$ cat src/rtl/hand_hit_tracker.sv
// Per-hand zone debounce with hit events queued in a show-ahead FIFO.
// Optional HIT_SWIPE_EN adds swipe-left/right events on adjacent-column moves.

module hand_hit_lane #(
    parameter int NX            = 8,
    parameter int ZBW           = 6,
    parameter int STABLE_FRAMES = 3,
    parameter int IGNORE_ZONE0  = 1
) (
    input  logic           clk,
    input  logic           reset_n,
    input  logic           enable,
    input  logic           frame_done,
    input  logic [ZBW-1:0] zone,
    output logic           ev_valid,
    output logic [ZBW-1:0] ev_zone,
    output logic [1:0]     ev_kind
);
    localparam int CW = $clog2(STABLE_FRAMES + 1);
    localparam logic [CW:0] SF = (CW + 1)'(STABLE_FRAMES);

    typedef enum logic [1:0] {IDLE, TRACK, HELD} state_t;

    state_t         state, state_nx;
    logic [ZBW-1:0] cur_zone, cur_nx;
    logic [CW-1:0]  cnt, cnt_nx;
    logic [CW:0]    cnt_inc;
    logic           absent, same, reach;

    assign absent  = (IGNORE_ZONE0 != 0) && (zone == '0);
    assign same    = (zone == cur_zone);
    assign cnt_inc = {1'b0, cnt} + 1'b1;
    // >= keeps STABLE_FRAMES==1 working after a HELD->TRACK move
    assign reach   = (cnt_inc >= SF);

`ifdef HIT_SWIPE_EN
    localparam logic [ZBW:0] NXW = (ZBW + 1)'(NX);
    logic [ZBW:0] row_z, row_c, col_z, col_c;
    logic         swipe_l, swipe_r;
    assign row_z   = {1'b0, zone} / NXW;
    assign row_c   = {1'b0, cur_zone} / NXW;
    assign col_z   = {1'b0, zone} % NXW;
    assign col_c   = {1'b0, cur_zone} % NXW;
    assign swipe_l = (row_z == row_c) && (col_z + 1'b1 == col_c);
    assign swipe_r = (row_z == row_c) && (col_c + 1'b1 == col_z);
`endif

    always_ff @(posedge clk or negedge reset_n) begin
        if (!reset_n) begin
            state    <= IDLE;
            cur_zone <= '0;
            cnt      <= '0;
        end else begin
            state    <= state_nx;
            cur_zone <= cur_nx;
            cnt      <= cnt_nx;
        end
    end

    always_comb begin
        state_nx = state;
        cur_nx   = cur_zone;
        cnt_nx   = cnt;
        if (!enable) begin
            state_nx = IDLE;
            cnt_nx   = '0;
        end else if (frame_done) begin
            if (absent) begin
                state_nx = IDLE;
                cnt_nx   = '0;
            end else begin
                case (state)
                    IDLE: begin
                        cur_nx   = zone;
                        cnt_nx   = CW'(1);
                        state_nx = (STABLE_FRAMES == 1) ? HELD : TRACK;
                    end
                    TRACK: begin
                        if (same) begin
                            cnt_nx = reach ? SF[CW-1:0] : cnt_inc[CW-1:0];
                            if (reach) state_nx = HELD;
                        end else begin
                            cur_nx = zone;
                            cnt_nx = CW'(1);
                        end
                    end
                    HELD: begin
                        if (!same) begin
                            cur_nx   = zone;
                            cnt_nx   = CW'(1);
                            state_nx = TRACK;
                        end
                    end
                    default: state_nx = IDLE;
                endcase
            end
        end
    end

    always_comb begin
        ev_valid = 1'b0;
        ev_zone  = zone;
        ev_kind  = 2'b00;
        if (enable && frame_done && !absent) begin
            case (state)
                IDLE:  ev_valid = (STABLE_FRAMES == 1);
                TRACK: ev_valid = same && reach;
`ifdef HIT_SWIPE_EN
                HELD: begin
                    ev_valid = !same && (swipe_l || swipe_r);
                    ev_kind  = swipe_l ? 2'b01 : 2'b10;
                end
`endif
                default: ev_valid = 1'b0;
            endcase
        end
    end
endmodule

module hand_hit_tracker #(
    parameter int NX            = 8,
    parameter int NY            = 6,
    parameter int ZBW           = $clog2(NX * NY),
    parameter int STABLE_FRAMES = 3,
    parameter int IGNORE_ZONE0  = 1,
    parameter int FIFO_DEPTH    = 4
) (
    input  logic                          clk,
    input  logic                          reset_n,
    input  logic                          enable,
    input  logic                          frame_done,
    input  logic [ZBW-1:0]                blue_zone,
    input  logic [ZBW-1:0]                red_zone,
    output logic                          hit_valid,
    input  logic                          hit_ready,
    output logic                          hit_hand,
    output logic [ZBW-1:0]                hit_zone,
    output logic [1:0]                    hit_kind,
    output logic [$clog2(FIFO_DEPTH):0]   fifo_level,
    output logic                          overflow
);
    localparam int AW = $clog2(FIFO_DEPTH);

    typedef struct packed {
        logic           hand;
        logic [ZBW-1:0] zone;
        logic [1:0]     kind;
    } hit_ev_t;

    logic [1:0][ZBW-1:0] zin, ev_zone, pend_zone;
    logic [1:0][1:0]     ev_kind, pend_kind;
    logic [1:0]          ev_valid, pend_vld, taken, collide;

    assign zin = {red_zone, blue_zone};

    for (genvar h = 0; h < 2; h++) begin : g_lane
        hand_hit_lane #(
            .NX(NX), .ZBW(ZBW), .STABLE_FRAMES(STABLE_FRAMES), .IGNORE_ZONE0(IGNORE_ZONE0)
        ) u_lane (
            .clk(clk), .reset_n(reset_n), .enable(enable), .frame_done(frame_done),
            .zone(zin[h]), .ev_valid(ev_valid[h]), .ev_zone(ev_zone[h]), .ev_kind(ev_kind[h])
        );
    end

    hit_ev_t        mem [FIFO_DEPTH];
    hit_ev_t        wr_ev, head;
    logic [AW-1:0]  wr_ptr, rd_ptr;
    logic           wr_req, full, pop, push, drop;

    // Blue wins the single FIFO write port; red waits one edge
    assign taken[0] = pend_vld[0];
    assign taken[1] = pend_vld[1] & ~pend_vld[0];
    assign wr_req   = |pend_vld;
    assign wr_ev    = pend_vld[0] ? hit_ev_t'{1'b0, pend_zone[0], pend_kind[0]}
                                  : hit_ev_t'{1'b1, pend_zone[1], pend_kind[1]};
    assign full     = (fifo_level == (AW + 1)'(FIFO_DEPTH));
    assign pop      = hit_valid && hit_ready;
    assign push     = wr_req && (!full || pop);
    assign drop     = wr_req && full && !pop;
    assign collide  = ev_valid & pend_vld & ~taken;

    always_ff @(posedge clk or negedge reset_n) begin
        if (!reset_n) begin
            pend_vld  <= '0;
            pend_zone <= '0;
            pend_kind <= '0;
            overflow  <= 1'b0;
        end else begin
            for (int h = 0; h < 2; h++) begin
                if (ev_valid[h]) begin
                    pend_vld[h]  <= 1'b1;
                    pend_zone[h] <= ev_zone[h];
                    pend_kind[h] <= ev_kind[h];
                end else if (taken[h]) begin
                    pend_vld[h]  <= 1'b0;
                end
            end
            if (drop || (|collide)) overflow <= 1'b1;
        end
    end

    always_ff @(posedge clk) begin
        if (push) mem[wr_ptr] <= wr_ev;
    end

    always_ff @(posedge clk or negedge reset_n) begin
        if (!reset_n) begin
            wr_ptr     <= '0;
            rd_ptr     <= '0;
            fifo_level <= '0;
        end else begin
            if (push) wr_ptr <= wr_ptr + 1'b1;
            if (pop)  rd_ptr <= rd_ptr + 1'b1;
            case ({push, pop})
                2'b10:   fifo_level <= fifo_level + 1'b1;
                2'b01:   fifo_level <= fifo_level - 1'b1;
                default: fifo_level <= fifo_level;
            endcase
        end
    end

    assign head      = mem[rd_ptr];
    assign hit_valid = (fifo_level != '0);
    assign hit_hand  = hit_valid & head.hand;
    assign hit_zone  = hit_valid ? head.zone : '0;
    assign hit_kind  = hit_valid ? head.kind : 2'b00;
endmodule

$ cat config.mk
export PLATFORM = sky130hd
export DESIGN_NAME = hand_hit_tracker
export DESIGN_NICKNAME = d
export VERILOG_FILES = /design/src/rtl/hand_hit_tracker.sv
export SDC_FILE = /design/constraint.sdc
export NUM_CORES = 1
export LEC_CHECK = 0
export BUFFER_PORTS_ARGS = -buffer_cell sky130_fd_sc_hd__buf_2
export CAP_MARGIN = 10
export CORE_MARGIN = 5
export CORE_UTILIZATION = 30
export CTS_CLUSTER_DIAMETER = 50
export DETAILED_ROUTE_END_ITERATION = 8
export GPL_ROUTABILITY_DRIVEN = 0
export PLACE_DENSITY_LB_ADDON = 0.3
export SYNTH_ARGS = -nofsm -noshare
export SYNTH_HDL_FRONTEND = slang
export SYNTH_SLANG_ARGS = --single-unit
$ cat constraint.sdc
create_clock -name clk -period 4.8 [get_ports clk]
set_input_delay 0.96 -clock clk [delete_from_list [all_inputs] [get_ports clk]]
set_output_delay 0.96 -clock clk [all_outputs]
set_load 0.1 [all_outputs]
# Yosys cells after proc, flatten, opt, wreduce, memory -nomap -nowiden
# Memories as Yosys holds them, arrays and structs flattened.
# Index checks and enable logic that the tools add are counted.
[word_totals]
register_bits = 42
mem_count = 1
elab_cells = 128
ram_bits = 36
output_inout_bits = 14
[op_classes]
order_cmp = 2
mux = 43
n_eq_ne = 20
n_addsub = 6
n_reduce_logical = 34
bitwise = 8
[memory_table]
columns = ["memory", "depth", "word_bits", "rd", "rd_ports_with_merged_regs", "wr", "line", "text"]
rows = [
  ["mem", 4, 9, 1, 0, 1, "165", "hit_ev_t mem [FIFO_DEPTH];"],
]
[op_table]
columns = ["op", "count"]
rows = [
  ["$mux 2", 23],
  ["$pmux 2 s3", 4],
  ["$pmux 6 s2", 2],
  ["$mux 6", 3],
  ["$ne 4x2->1 const B", 4],
  ["$eq 6x6->1", 2],
  ["$logic_not 6->1", 2],
  ["$ne 5x1->1 const B", 2],
  ["$reduce_and 5->1", 2],
  ["$logic_and 1x1->1", 9],
  ["$mux 1", 9],
  ["$mux 9", 1],
  ["$ne 4x3->1 const B", 2],
  ["$reduce_and 4->1", 2],
  ["$reduce_bool 2->1", 4],
  ["$reduce_or 2->1", 4],
  ["$add 2x1->3 const B", 2],
  ["$eq 2x1->1 const B", 3],
  ["$eq 2x2->1 const B", 3],
  ["$ge 3x2->1 const B", 2],
  ["$pmux 3 s2", 1],
  ["$reduce_and 3->1", 2],
  ["$add 2x1->2 const B", 2],
  ["$and 2x2->2", 2],
  ["12 further kinds", 21],
]

# Logic depth before layout (Yosys ltp)
# Gate-level depths: netlist of run 1.
[logic_depth]
word_depth = 9
ltp_mapped = 10
ltp_nobuf = 9

# Cells and area by module
# Synthesis of run 1 repeated with hierarchy kept, for this count alone.
[hier_totals]
hier_cells = 309
hier_area_um2 = 4169.0
[by_module_without_submodules]
columns = ["module", "n_inst", "seq_area_each_um2", "area_per_inst_um2", "cells_per_inst"]
rows = [
  ["hand_hit_tracker", 1, 1731.7, 2695.1, 161],
  ["hand_hit_lane", 2, 250.2, 737.0, 74],
]

# Worst setup path before layout of run 1
# OpenSTA, ideal clock, no wires.
[synth_timing]
kind = "flip-flop to output port"
from = "register fifo_level[0]"
to = "output hit_hand"
arrival_time_ns = 2.997
stages_incl_launch_ff = 4
path_buffers = 1
slack_ns = 0.843
cell_sequence = "dfrtp_1 > or3_1 > clkbuf_1 > and2_1"
[synth_between]
elab_chain_cells = 2
[synth_rtl]
columns = ["item", "line", "text"]
rows = [
  ["from (decl)", "139", "output logic [$clog2(FIFO_DEPTH):0] fifo_level,"],
  ["from (signal assigned)", "215", "2'b10: fifo_level <= fifo_level + 1'b1;"],
  ["from (signal assigned)", "216", "2'b01: fifo_level <= fifo_level - 1'b1;"],
  ["from (signal assigned)", "217", "default: fifo_level <= fifo_level;"],
  ["$reduce_bool 3->1", "223", "assign hit_valid = (fifo_level != '0);"],
  ["net hit_valid", "134", "output logic hit_valid,"],
  ["$and 1x1->1", "224", "assign hit_hand = hit_valid & head.hand;"],
  ["to (decl)", "136", "output logic hit_hand,"],
]
# The timed path passes the listed nets, and every way through them passes these cells.

# Worst setup path after layout of run 1
[layout_timing]
from = "register rd_ptr[0]"
to = "output hit_zone[3]"
[layout_between]
elab_chain_cells = 2
[layout_rtl]
columns = ["item", "line", "text"]
rows = [
  ["from (decl)", "167", "logic [AW-1:0] wr_ptr, rd_ptr;"],
  ["from (signal assigned)", "213", "if (pop) rd_ptr <= rd_ptr + 1'b1;"],
  ["$mem_v2 4x9", "-", ""],
  ["$mux 6", "225", "assign hit_zone = hit_valid ? head.zone : '0;"],
  ["to (decl)", "137", "output logic [ZBW-1:0] hit_zone,"],
]
# No other way between the ends.

==> summary.md, run 1 <==
| Metric | Value |
|---|---|
| Post-Syn Area per Cell | 13.5 sq um |
| Total grt overflow | 0 |
| Synth Area in Adders | 5.28% |
| Setup Buffers After CTS | 0 |
| Hold path start | overflow |
| Die span in x | 117 microns |
| Max-Cap Viols | 0 |
| Final net count | 320 |
| Die outline area | 13,800 sq um |
| Endpoint class of the critical path | output pin |
| Power Density | 454 nW/um^2 |
| CTS root buffer | clkbuf_16 |
| Drt first pass iters | 4 |
| Sequential fraction of the synthesis area | 54.6% |
| Vias in the first global route | 2,095 |
| Initial antenna violation count | 0 |
| Clk_skew | 0.00685 ns |
| DR DRC count | 0 |
| Final setup fails | 0 |
| R2r startpoint | fifo_level[0] |
| Cells after synthesis | 256 |
| Post-CTS sizing | 0 |
| #FFs+latches synth | 70 |
| Most common cell after layout, fill and taps aside | dfrtp_1 |
| Rows | 39 |
| Num CTS Buffers | 9 |
| Setup CP Type | reg2out |
| Hold endpoint | overflow |
| RSZ-0062 raised after global routing | false |
| Clock insertion delay at the later pin of the skew report | 0.33 ns |
| Synth Area in Compound Gates | 5.28% |
| First-pass GRT wire length | 10.9 mm |
| Slew margin rel. | 36.1% |
| Core Box Area | 11,400 sq um |
| Layout cells sized above 1 | 31.3% |
| R2R Path End | fifo_level[2] |
| IO Pins | 31 |
| Via/cell ratio | 4.66 |
| CP arrival | 2.02 ns |
| Setup ws final | 1.82 ns |
| CP Data Required Time | 3.84 ns |
| Post-synthesis simple-gate area fraction | 12.0% |
| Vias | 2,038 |
| Final period util | 62.1% |
| TritonCTS sink count | 70 |
| Commonest non-fill, non-tap cells in the layout | dfrtp_1, mux2_2, buf_2, edfxtp_1 |
| Post-Route WL | 6.47 mm |
| Setup TNS | 0 ns |
| Leakage | 0.00175 uW |
| Post-synthesis mux area share | 15.5% |
| Max Slew Vio Count | 0 |
| Post-synth EDFFs | 28 |
| Final Hold Fails | 0 |
| Synth Flop Type | dfrtp_1 |
| P&R area growth vs syn | 16.8% |
| Clock tree buffer depth | 2 |
| Worst VDD drop | 0.297 mV |
| Largest net degree at the start of global routing | 43 |
| Cell area after synthesis | 3460 sq um |
| Yosys warns | 0 |
| Post-DRT Antenna Nets | 0 |
| HPWL after detailed placement | 4.71 mm |
| Initial core utilization | 30.5% |
| Dpl cell area | 3750 sq um |
| Hold Crit Class | reg2reg |
| Die Y-Extent | 117 microns |
| Flop2flop setup slack | 2.60 ns |
| Final Cell Area | 4040 sq um |
| CTS H-tree lvls | 3 |
| I/O Buffers | 28 |
| Starting DRT DRC Count | 66 |
| Main combinational cell family by area after synthesis | multiplexers |
| Drt wl/cell | 14.8 microns |
| Xor-xnor portion of the synthesized cell area | 4.55% |
| Gr usage total | 9.90% |
| Setup WS pre-CTS | 1.99 ns |
| Slew @ Worst Pin | 0.959 ns |
| Hold_buf cts | 0 |
| N_diodes | 0 |
| Startpoint Class | register |
| Peak Freq | 0.335 GHz |
| Async set-reset flop share out of synthesis | 60.0% |
| Outcome | finished, final reports clean |
| Crit-path max FO | 9 |
| Hold Crit Depth | 2 |
| Min cycle time layout | 2.98 ns |
| TritonCTS clock tree | done |
| Clk slew on worst S/H paths | 0.05 ns |
| Cell variety after synth | 54 |
| R2R depth | 9 |
## per-stage QoR
stage          util (%)  power, uW  instances  hold WS (ns)
2_1_floorplan         -       1110        257         0.474
3_3_place_gp       33.0       1200        421         0.466
3_5_place_dp       33.0       1200        421         0.469
4_1_cts            35.6       1870        437         0.483
5_1_grt            35.6       1930        437         0.493
6_report           35.6       1840        437         0.473
## flip-flops by register name, summed over array words and instances (netlist names)
| name | count |
|---|---|
| rd_ptr | 2 |
| overflow | 1 |
| pend_zone | 12 |
| wr_ptr | 2 |
| mem | 28 |
| fifo_level | 3 |
| g_lane.u_lane.cur_zone | 12 |
| g_lane.u_lane.cnt | 4 |
| pend_vld | 2 |
| g_lane.u_lane.state | 4 |
## per-layer routing
| metal | track usage [%] | wire length, microns | share of wire (%) | up-vias |
|---|---|---|---|---|
| met5 | 0 | 0 | 0 | - |
| met1 | 13.3 | 3130 | 48 | 1001 |
| met3 | 3.51 | 268 | 4.1 | 13 |
| met4 | 3.26 | 97 | 1.5 | 0 |
| li1 | - | - | - | 986 |
| met2 | 14.8 | 2980 | 46 | 38 |
## critical path, cell delays in order, from the launching register on
cell     delay, ns
dfrtp_1       0.66
mux4_2        0.58
and2_1        0.17
buf_2         0.28
## power breakdown
part | internal (uW) | total [uW] | switching (uW) | leakage, uW
clock network | 412 | 652 | 240 | 0.000141
logic | 141 | 448 | 307 | 0.000773
registers | 667 | 736 | 68.6 | 0.000834
total | 1220 | 1840 | 616 | 0.00175
## logic make-up (layout without fill, tap and decap cells)
group / Yosys count / after routing
AOI/OAI and AO/OA: 22 / 22
xor gates and xnor gates: 18 / 18
adders and majority gates: 14 / 14
buffers and inverters: 22 / 59
DFF: 70 / 70
muxes: 40 / 40
other: 1 / 2
and+or+nand+nor: 69 / 69
## worst max-delay path by stage
stage                                         endpoint  cells past startpoint  slack, ns     startpoint
after floorplan                               hit_hand                      3       0.84  fifo_level[0]
after global placement    g_lane[1].u_lane.cur_zone[1]                      6       2.04    red_zone[3]
after detailed placement                 fifo_level[2]                     10       1.99      hit_ready
after CTS                                  hit_zone[5]                      3       1.75      rd_ptr[0]
after global routing                       hit_zone[3]                      3       1.66      rd_ptr[0]
final                                      hit_zone[3]                      3       1.82      rd_ptr[0]
## synth_stat cells (2+ instances only)
cell | n | share of area [%]
dfrtp_1 | 42 | 30
edfxtp_1 | 28 | 24
mux2_2 | 28 | 9.1
inv_1 | 15 | 1.6
nor2_1 | 15 | 1.6
ha_1 | 13 | 4.7
xnor2_1 | 13 | 3.3
and2_1 | 12 | 2.2
nand2_1 | 12 | 1.3
mux4_2 | 7 | 4.6
xor2_1 | 5 | 1.3
clkbuf_1 | 4 | 0.43
nand3_1 | 4 | 0.58
nor3_1 | 4 | 0.58
o21ai_0 | 4 | 0.58
mux2_4 | 3 | 1.3
nand4_1 | 3 | 0.54
or3_1 | 3 | 0.54
a21boi_0 | 2 | 0.43
a21boi_2 | 2 | 0.65
buf_4 | 2 | 0.43
mux2i_1 | 2 | 0.58
nor3_2 | 2 | 0.58
## final cells by class
class / instances / area, sq um
Clock buffer: 11 / 243
Clock inverter: 5 / 50.0
Fill cell: 1135 / 7330
Inverter: 15 / 56.3
Multi-Input combinational cell: 165 / 1480
Sequential cell: 70 / 1890
Tap cell: 143 / 179
Timing Repair Buffer: 28 / 140
Note: power is estimated with default switching activity, not from simulation.
==> run 2, diff against run 1 <==
clock period = 2.6 ns   (was 4.8 ns; I/O delays follow)
==> run 2 against run 1 <==
  * Clock skew is 0.00056 ns lower
  * Combinational power rose by 87%
  * Design area grew 0.90%
  * Core utilization increased by 0.32 points
  * Cell count grew 0.92%
  * Sequential power grew 86%
  * Flip-flop and latch count is the same
  * Hold slack worse by 0.33 ns
  * Clock power increased by 75%
  * First-iteration DRC count is 67% higher
  * Critical endpoint is now hit_zone[0]
  * Largest power group unchanged
==> summary.md, run 2 (synthesis gave the netlist of run 1 again) <==
| Metric | Value |
|---|---|
| Clock tree buffer depth | 2 |
| Rows | 39 |
| Vias in the first global route | 2,179 |
| P_sw | 1170 uW |
| Total grt overflow | 0 |
| Fill count | 1,108 |
| Final setup fails | 0 |
| R2R depth | 9 |
| Area occupied by multi-input gates | 1490 sq um |
| Setup TNS | 0 ns |
| CP arrival | 1.89 ns |
| Peak Freq | 0.415 GHz |
| Setup Buffers After CTS | 0 |
| Die Y-Extent | 117 microns |
| Delay-heaviest family, CP | flip-flops |
| Layout cells sized above 1 | 36.9% |
| Gr usage total | 9.86% |
| Core Box Area | 11,400 sq um |
| Largest net degree at the start of global routing | 24 |
| Final Cell Area | 4080 sq um |
| Combinational power share | 25.0% |
| CTS root buffer | clkbuf_16 |
| Drt wl/cell | 14.8 microns |
| IO Pins | 31 |
| Die outline area | 13,800 sq um |
| Post-Route WL | 6.53 mm |
| Largest regs | mem x28, g_lane.u_lane.cur_zone x12, pend_zone x12 |
| Slew @ Worst Pin | 0.546 ns |
| Drt first pass iters | 4 |
| Post-DRT Antenna Nets | 0 |
| DR DRC count | 0 |
| Startpoint Class | register |
| Area occupied by registers | 1900 sq um |
| Worst path slowest cell | dfrtp_2 |
| Hold Crit Class | in2async |
| Crit-path max FO | 9 |
| R2r startpoint | fifo_level[1] |
| Endpoint class of the critical path | output pin |
| CP Data Required Time | 2.08 ns |
| TritonCTS sink count | 70 |
| Clk_skew | 0.00628 ns |
| RSZ-0062 raised after global routing | false |
| HPWL after detailed placement | 4.80 mm |
| Final core occ | 35.9% |
| Biggest register | mem |
| Clock group share of total power | 34.2% |
| Slew margin rel. | 63.5% |
| Starting DRT DRC Count | 110 |
| Initial antenna violation count | 0 |
| Max-Cap Viols | 0 |
| CP Depth | 3 |
| Max reg flops | 28 |
| Setup CP Type | reg2out |
| Internal Power | 2180 uW |
| TritonCTS clock tree | done |
| Final Hold Fails | 0 |
| Via/cell ratio | 4.61 |
| CTS H-tree lvls | 3 |
| Max incr delay on CP | 0.54 ns |
| Final period util | 92.8% |
| Flop2flop setup slack | 0.36 ns |
| Initial core utilization | 30.5% |
| Outcome | finished, final reports clean |
| Die span in x | 117 microns |
| First-pass GRT wire length | 11.0 mm |
| Dpl cell area | 3790 sq um |
| Most common cell after layout, fill and taps aside | dfrtp_1 |
| Sw frac | 34.9% |
| Clock insertion delay at the later pin of the skew report | 0.33 ns |
| Crit path buf inv count | 1 |
| Max Slew Vio Count | 0 |
| Seq pwr share | 40.8% |
| Power Density | 821 nW/um^2 |
| Worst VDD drop | 0.483 mV |
| Hold_buf cts | 0 |
| Commonest non-fill, non-tap cells in the layout | dfrtp_1, mux2_2, buf_2, edfxtp_1 |
| R2R Path End | fifo_level[2] |
| Leakage | 0.00176 uW |
| Clk slew on worst S/H paths | 0.06 ns |
| I/O Buffers | 28 |
| Final net count | 324 |
| Worst path cell trace | mux4_2, and2_2, buf_2 |
| Min cycle time layout | 2.41 ns |
| Vias | 2,032 |
| N_diodes | 0 |
| Num CTS Buffers | 9 |
| P&R area growth vs syn | 17.8% |
## run 2: through the flow
step                total power (uW)  std cells  setup WS [ns]  hold slack, ns
floorplan                       2070        257         0.0983           0.224
global placement                2220        425          0.288           0.460
detailed placement              2240        425          0.191           0.464
CTS                             3400        441          0.158           0.151
global route                    3510        441         0.0991           0.180
finish                          3350        441          0.188           0.140
## run 2: power groups by stage
stage	clock network [uW]	logic [uW]	registers (uW)
after global routing	1230	900	1390
after CTS	1180	848	1370
after detailed placement	0	846	1390
after global placement	0	834	1390
final	1140	839	1370
after floorplan	0	586	1490
## run 2: cell type report
type	instances	share of cell area [%]
tap	143	4.39
clock buffer	10	5.86
clock inverter	6	1.13
timing repair buffer	32	4.17
inverter	15	1.38
multi-input combinational	165	36.6
sequential	70	46.5
## run 2: how the worst max path moves through the flow
stage | start | end | slack (ns)
floorplan | fifo_level[0] | fifo_level[2] | 0.1
global placement | hit_ready | fifo_level[2] | 0.29
detailed placement | hit_ready | fifo_level[2] | 0.19
CTS | rd_ptr[0] | hit_zone[0] | 0.16
global route | rd_ptr[0] | hit_zone[0] | 0.1
finish | rd_ptr[0] | hit_zone[0] | 0.19
## run 2: timing repair
action / CTS / global route
resized for setup: 1 / 0
endpoints found under the hold margin: 0 / 0
endpoints found under the setup margin: 7 / 0
## run 2: routing by layer
layer  part of all wire, %  GRT usage [%]  up-vias
met2                    49           15.6       28
met3                   3.9           2.79        9
met1                    46           12.9     1003
li1                      -              -      992
met5                     0              0        -
met4                   1.2           3.63        0
## run 2: worst reg2reg max path, delay by kind of cell, from the launching register on
| family | cells | cell delay (ns) |
|---|---|---|
| xor gates and xnor gates | 2 | 0.29 |
| buffers and inverters | 2 | 0.15 |
| adders and majority gates | 2 | 0.54 |
| DFF | 1 | 0.43 |
| and+or+nand+nor | 3 | 0.75 |
